## src/rtl/mem_stream_reader_if.sv

```systemverilog
// Bundle of generator, block-RAM and output-stream signals around the stream reader.
interface mem_stream_reader_if #(
  parameter int unsigned ADDR_W = 13,
  parameter int unsigned DATA_W = 32
);
  logic              start;
  logic [ADDR_W-1:0] gen_addr;
  logic              gen_status;
  logic              gen_ack;
  logic              mem_en;
  logic [ADDR_W-1:0] mem_addr;
  logic [DATA_W-1:0] mem_rdata;
  logic [DATA_W-1:0] out_data;
  logic              out_valid;
  logic              out_ready;
  logic              out_last;
  logic              done;
  logic              busy;

  // Surrounding system: control, address generator, RAM data and stream sink.
  modport master (
    output start, gen_addr, gen_status, mem_rdata, out_ready,
    input  gen_ack, mem_en, mem_addr, out_data, out_valid, out_last, done, busy
  );

  // The stream reader itself.
  modport slave (
    input  start, gen_addr, gen_status, mem_rdata, out_ready,
    output gen_ack, mem_en, mem_addr, out_data, out_valid, out_last, done, busy
  );
endinterface

```

## src/rtl/mem_stream_reader.sv

```systemverilog
// Acknowledges generator addresses, reads a block RAM and streams the words out
// through a small credit-protected FIFO, flagging the word from LAST_ADDR.
module mem_stream_reader #(
  parameter int unsigned ADDR_W     = 13,
  parameter int unsigned DATA_W     = 32,
  parameter int unsigned LAST_ADDR  = 8191,
  parameter int unsigned FIFO_DEPTH = 4
) (
  input logic                clk,
  input logic                rst,
  mem_stream_reader_if.slave bus
);
  localparam int unsigned PTR_W = $clog2(FIFO_DEPTH);
  localparam int unsigned CNT_W = PTR_W + 1;
  localparam int unsigned CRD_W = CNT_W + 1;

  typedef enum logic [1:0] {IDLE, RUN, DRAIN, DONE} state_t;

  state_t            state;
  state_t            state_nxt;
  logic              issue;
  logic              at_last;
  logic              credit_ok;
  logic              inflight;
  logic              issue_last;
  logic              push;
  logic              pop;
  logic              nonempty;
  logic              head_last;
  logic [DATA_W-1:0] fifo_data [FIFO_DEPTH];
  logic              fifo_last [FIFO_DEPTH];
  logic [PTR_W-1:0]  wr_ptr;
  logic [PTR_W-1:0]  rd_ptr;
  logic [CNT_W-1:0]  count;

  // Credit counts stored words plus the read in flight; a same-cycle pop gives none.
  assign at_last   = (bus.gen_addr == ADDR_W'(LAST_ADDR));
  assign credit_ok = (CRD_W'(count) + CRD_W'(inflight)) < CRD_W'(FIFO_DEPTH);
  assign nonempty  = (count != '0);
  assign head_last = nonempty & fifo_last[rd_ptr];
  assign push      = inflight;
  assign pop       = nonempty & bus.out_ready;

  // State register.
  always_ff @(posedge clk) begin
    if (rst) state <= IDLE;
    else     state <= state_nxt;
  end

  // Next state and read issue; the last-address term keeps the final word
  // readable even if the generator drops status before it is acked.
  always_comb begin
    state_nxt = state;
    issue     = 1'b0;
    case (state)
      IDLE: begin
        if (bus.start) state_nxt = RUN;
      end
      RUN: begin
        issue = credit_ok & (bus.gen_status | at_last);
        if (issue & at_last) state_nxt = DRAIN;
      end
      DRAIN: begin
        if (pop & head_last) state_nxt = DONE;
      end
      DONE: begin
        if (bus.start) state_nxt = RUN;
      end
      default: state_nxt = IDLE;
    endcase
  end

  // Track the read whose data returns next cycle, and whether it is the last one.
  always_ff @(posedge clk) begin
    if (rst) begin
      inflight   <= 1'b0;
      issue_last <= 1'b0;
    end else begin
      inflight   <= issue;
      issue_last <= issue & at_last;
    end
  end

  // FIFO storage; contents are only meaningful between the pointers.
  always_ff @(posedge clk) begin
    if (push) begin
      fifo_data[wr_ptr] <= bus.mem_rdata;
      fifo_last[wr_ptr] <= issue_last;
    end
  end

  // FIFO pointers and occupancy.
  always_ff @(posedge clk) begin
    if (rst) begin
      wr_ptr <= '0;
      rd_ptr <= '0;
      count  <= '0;
    end else begin
      if (push) wr_ptr <= wr_ptr + PTR_W'(1);
      if (pop)  rd_ptr <= rd_ptr + PTR_W'(1);
      case ({push, pop})
        2'b10:   count <= count + CNT_W'(1);
        2'b01:   count <= count - CNT_W'(1);
        default: count <= count;
      endcase
    end
  end

  assign bus.gen_ack   = issue;
  assign bus.mem_en    = issue;
  assign bus.mem_addr  = bus.gen_addr;
  assign bus.out_data  = fifo_data[rd_ptr];
  assign bus.out_valid = nonempty;
  assign bus.out_last  = head_last;
  assign bus.done      = (state == DONE);
  assign bus.busy      = (state == RUN) || (state == DRAIN);
endmodule

```

## src/flat_wrapper.sv

```systemverilog
// flat-port wrapper written by rule: the top's interface ports become plain ports
module mem_stream_reader_flat 
#(
  parameter int unsigned ADDR_W     = 13,
  parameter int unsigned DATA_W     = 32,
  parameter int unsigned LAST_ADDR  = 8191,
  parameter int unsigned FIFO_DEPTH = 4
)
  (clk, rst, bus_start, bus_gen_addr, bus_gen_status, bus_mem_rdata, bus_out_ready, bus_gen_ack, bus_mem_en, bus_mem_addr, bus_out_data, bus_out_valid, bus_out_last, bus_done, bus_busy);
  mem_stream_reader_if #(.ADDR_W(ADDR_W), .DATA_W(DATA_W)) bus_i ();
  input logic clk;
  input logic rst;
  input wire logic [$bits(bus_i.start)-1:0] bus_start;
  input wire logic [$bits(bus_i.gen_addr)-1:0] bus_gen_addr;
  input wire logic [$bits(bus_i.gen_status)-1:0] bus_gen_status;
  input wire logic [$bits(bus_i.mem_rdata)-1:0] bus_mem_rdata;
  input wire logic [$bits(bus_i.out_ready)-1:0] bus_out_ready;
  output wire logic [$bits(bus_i.gen_ack)-1:0] bus_gen_ack;
  output wire logic [$bits(bus_i.mem_en)-1:0] bus_mem_en;
  output wire logic [$bits(bus_i.mem_addr)-1:0] bus_mem_addr;
  output wire logic [$bits(bus_i.out_data)-1:0] bus_out_data;
  output wire logic [$bits(bus_i.out_valid)-1:0] bus_out_valid;
  output wire logic [$bits(bus_i.out_last)-1:0] bus_out_last;
  output wire logic [$bits(bus_i.done)-1:0] bus_done;
  output wire logic [$bits(bus_i.busy)-1:0] bus_busy;
  assign bus_i.start = bus_start;
  assign bus_i.gen_addr = bus_gen_addr;
  assign bus_i.gen_status = bus_gen_status;
  assign bus_i.mem_rdata = bus_mem_rdata;
  assign bus_i.out_ready = bus_out_ready;
  assign bus_gen_ack = bus_i.gen_ack;
  assign bus_mem_en = bus_i.mem_en;
  assign bus_mem_addr = bus_i.mem_addr;
  assign bus_out_data = bus_i.out_data;
  assign bus_out_valid = bus_i.out_valid;
  assign bus_out_last = bus_i.out_last;
  assign bus_done = bus_i.done;
  assign bus_busy = bus_i.busy;
  mem_stream_reader #(.ADDR_W(ADDR_W), .DATA_W(DATA_W), .LAST_ADDR(LAST_ADDR), .FIFO_DEPTH(FIFO_DEPTH)) u_core (.clk(clk), .rst(rst), .bus(bus_i));
endmodule
```

## config.mk

```make
export PLATFORM = sky130hd
export DESIGN_NAME = mem_stream_reader_flat
export DESIGN_NICKNAME = d
export VERILOG_FILES = /design/src/rtl/mem_stream_reader_if.sv /design/src/rtl/mem_stream_reader.sv /design/src/flat_wrapper.sv
export SDC_FILE = /design/constraint.sdc
export NUM_CORES = 1
export LEC_CHECK = 0
export ABC_CLOCK_PERIOD_IN_PS = 2590
export CAP_MARGIN = 20
export CORE_UTILIZATION = 40
export DETAILED_ROUTE_END_ITERATION = 6
export PLACE_DENSITY = 0.68
export RECOVER_POWER = 25
export SLEW_MARGIN = 20
export SYNTH_ARGS = -nofsm -noshare
export SYNTH_HDL_FRONTEND = slang
export SYNTH_SLANG_ARGS = --single-unit
```

## constraint.sdc

```tcl
create_clock -name clk -period 2.59 [get_ports clk]
set_input_delay 0.518 -clock clk [delete_from_list [all_inputs] [get_ports clk]]
set_output_delay 0.518 -clock clk [all_outputs]
set_load 0.005 [all_outputs]
```

==> qor.csv <==
metric,value,unit
tns,0,ps
startpoint_type,flop,
detail_route.wl_per_cell,17.6,µm
min_path_type,flop to flop,
rsz0062_at_grt,no,
power_density,831,nW/µm²
r2r_slack,670,ps
slew-limit-headroom,0.656,
nets,436,
vias_per_cell,4.96,
n_antenna_cell,0,
clkLatencyLatePin,400,ps
drcViolationCount,0,
grt.total_usage,0.149,
worstPathArrival,1990,ps
swShare,0.227,
chipWidth,120,µm
crit_type,flop to output pin,
routabilityCongestion,0.651,
ios,101,
synth_ff_type,edfxtp_1,
synth-seq-area-share,0.760,
drt_iter0_markers,193,
holdWs,507,ps
drive_above_1_share,0.231,
die_area,14400,µm²
status,finished clean,
pwr-share-clk,0.373,
overflow,0,
seqPwrFrac,0.440,
core,13400,µm²
place_area,6790,µm²
htree_num_levels,4,
tightest_slew,517,ps
synth-seq-cells,145,
min_period_over_period,0.969,
start_util,0.415,
portBuffers,100,
cp_max_fo,18,
crit_path_end_kind,output pin,
drt-pass1-iter-count,4,
clockBufferDepth,2,
drv_slew,0,
design_area,7430,µm²
antenna_found_initial,0,
setup_viol,0,
cts_tree,yes,
setup_slack,80.5,ps
leakage,0.00253,µW
synth_edf_count,132,
dp_hpwl,6.16,mm
cts-root-buf,clkbuf_16,
grt_pass1_wl,15.6,mm
switching_power,1400,µW
synth_fp_nets,326,
cts_buffers,17,
cts_num_sinks,145,
hold_violations,0,
required,2070,ps
synthToLayoutAreaGrowth,33.7,%
grt_max_degree,34,
avgSynthCellArea,20.8,µm²
totalWireLength,9.98,mm
via_count,2807,
die_y,120,µm
p_int,4770,µW
dp_slack,-321,ps
p_comb_frac,0.187,
path_clk_slew,60,ps
ys_types,30,
peakVddDrop,0.000445,V
async_reset_ff_frac,0,
antenna_left,0,
clock.fmax,398,MHz
period_minus_slack,2510,ps
ctsHoldBuffers,0,
num_rows,42,
fin_skew,4.45,ps
yosys_warnings,0,
syn_inst,267,
grt_pass1_vias,2991,
maxCapViolCount,0,
synth_area,5560,µm²
[worst paths after layout]
kind                      from                   to  cells past startpoint
max                       flop     bus_out_data[19]                      3
min reg2reg  u_core.issue_last  u_core.fifo_last[2]                      0
max reg2reg    u_core.count[0]      u_core.count[2]                      7
min          u_core.issue_last  u_core.fifo_last[2]                      0
[metrics by stage]
stage / cells / total power [µW] / util
2_1_floorplan: 267 / 3360 / -
3_3_place_gp: 531 / 3920 / 0.506
3_5_place_dp: 531 / 3950 / 0.506
4_1_cts: 566 / 6260 / 0.551
5_1_grt: 566 / 6420 / 0.554
6_report: 566 / 6170 / 0.554
[cells in the mapped netlist (2+ instances only)]
cell,number,area [µm²]
edfxtp_1,132,3960
mux4_2,33,743
buf_4,14,105
dfxtp_1,13,260
nor2_1,12,45.0
inv_1,9,33.8
ha_1,8,100
clkbuf_1,6,22.5
and2_1,5,31.3
nand2_1,5,18.8
a21oi_1,3,15.0
buf_2,3,15.0
xor2_1,3,26.3
nand4_1,2,12.5
o21ai_0,2,10.0
or3_1,2,12.5
xnor2_1,2,17.5
[placed cells by master (no fill, tap or decap), drive strengths merged, types with 6 or more instances in the layout]
cell type,Yosys,final
clkbuf,6,18
ha,8,8
inv,9,10
nor2,12,12
edfxtp,132,132
clkinv,0,6
clkinvlp,0,6
mux4,33,33
dlygate4sd3,0,19
clkdlybuf4s50,0,64
buf,18,15
dfxtp,13,13
dlymetal6s2s,0,15
[state kept, by name, indices dropped and copies added (netlist names), named ones only]
signal             cells
u_core.fifo_data     128
u_core.fifo_last       4
u_core.count           3
u_core.rd_ptr          2
u_core.state           2
u_core.wr_ptr          2
u_core.inflight        1
u_core.issue_last      1
[power by group through the flow]
stage | combinational [µW] | sequential [µW] | clock (µW)
final | 1160 | 2720 | 2300
after global routing | 1260 | 2730 | 2430
after CTS | 1200 | 2720 | 2340
after detailed placement | 1180 | 2760 | 0
after global placement | 1160 | 2760 | 0
after floorplan | 624 | 2740 | 0
[logic make-up (layout without fill, tap and decap cells)]
logic type,after synthesis,count (layout),share of synthesized area
AO/OA/AOI/OAI,9,9,0.0115
XOR/XNOR,5,5,0.00788
adder cells (fa/ha/maj),9,9,0.0216
buffers and inverters,33,156,0.0338
flip-flops,145,145,0.760
multiplexers,35,35,0.138
AND/OR/NAND/NOR,31,31,0.0270
[final cells by class]
| cell class | count | area (µm²) |
|---|---|---|
| fillers | 999 | 5970 |
| flip-flops and latches | 145 | 4230 |
| repair buffers | 115 | 1210 |
| multi-input cells | 89 | 1170 |
| clock buffers | 17 | 425 |
| well taps | 176 | 220 |
| clock inverters | 15 | 144 |
| inverters | 9 | 33.8 |
[critical path, stage by stage, from the launching register on]
cell and delay (ps):
dfxtp_4 390, buf_12 200, mux4_2 530, clkdlybuf4s50_1 460
[repair_timing]
action,CTS,global route
pin swaps,2,5
setup buffers,3,0
hold endpoints to repair,0,0
resized for setup,4,19
setup endpoints to repair,4,7
[per-layer routing]
metal	wire length, µm	vias up	global-route usage
met3	544	13	0.0480
met1	4130	1426	0.173
met2	5170	97	0.259
li1	-	1271	-
met5	0	-	0
met4	128	0	0.0539
Note: power is estimated with default switching activity, not from simulation.
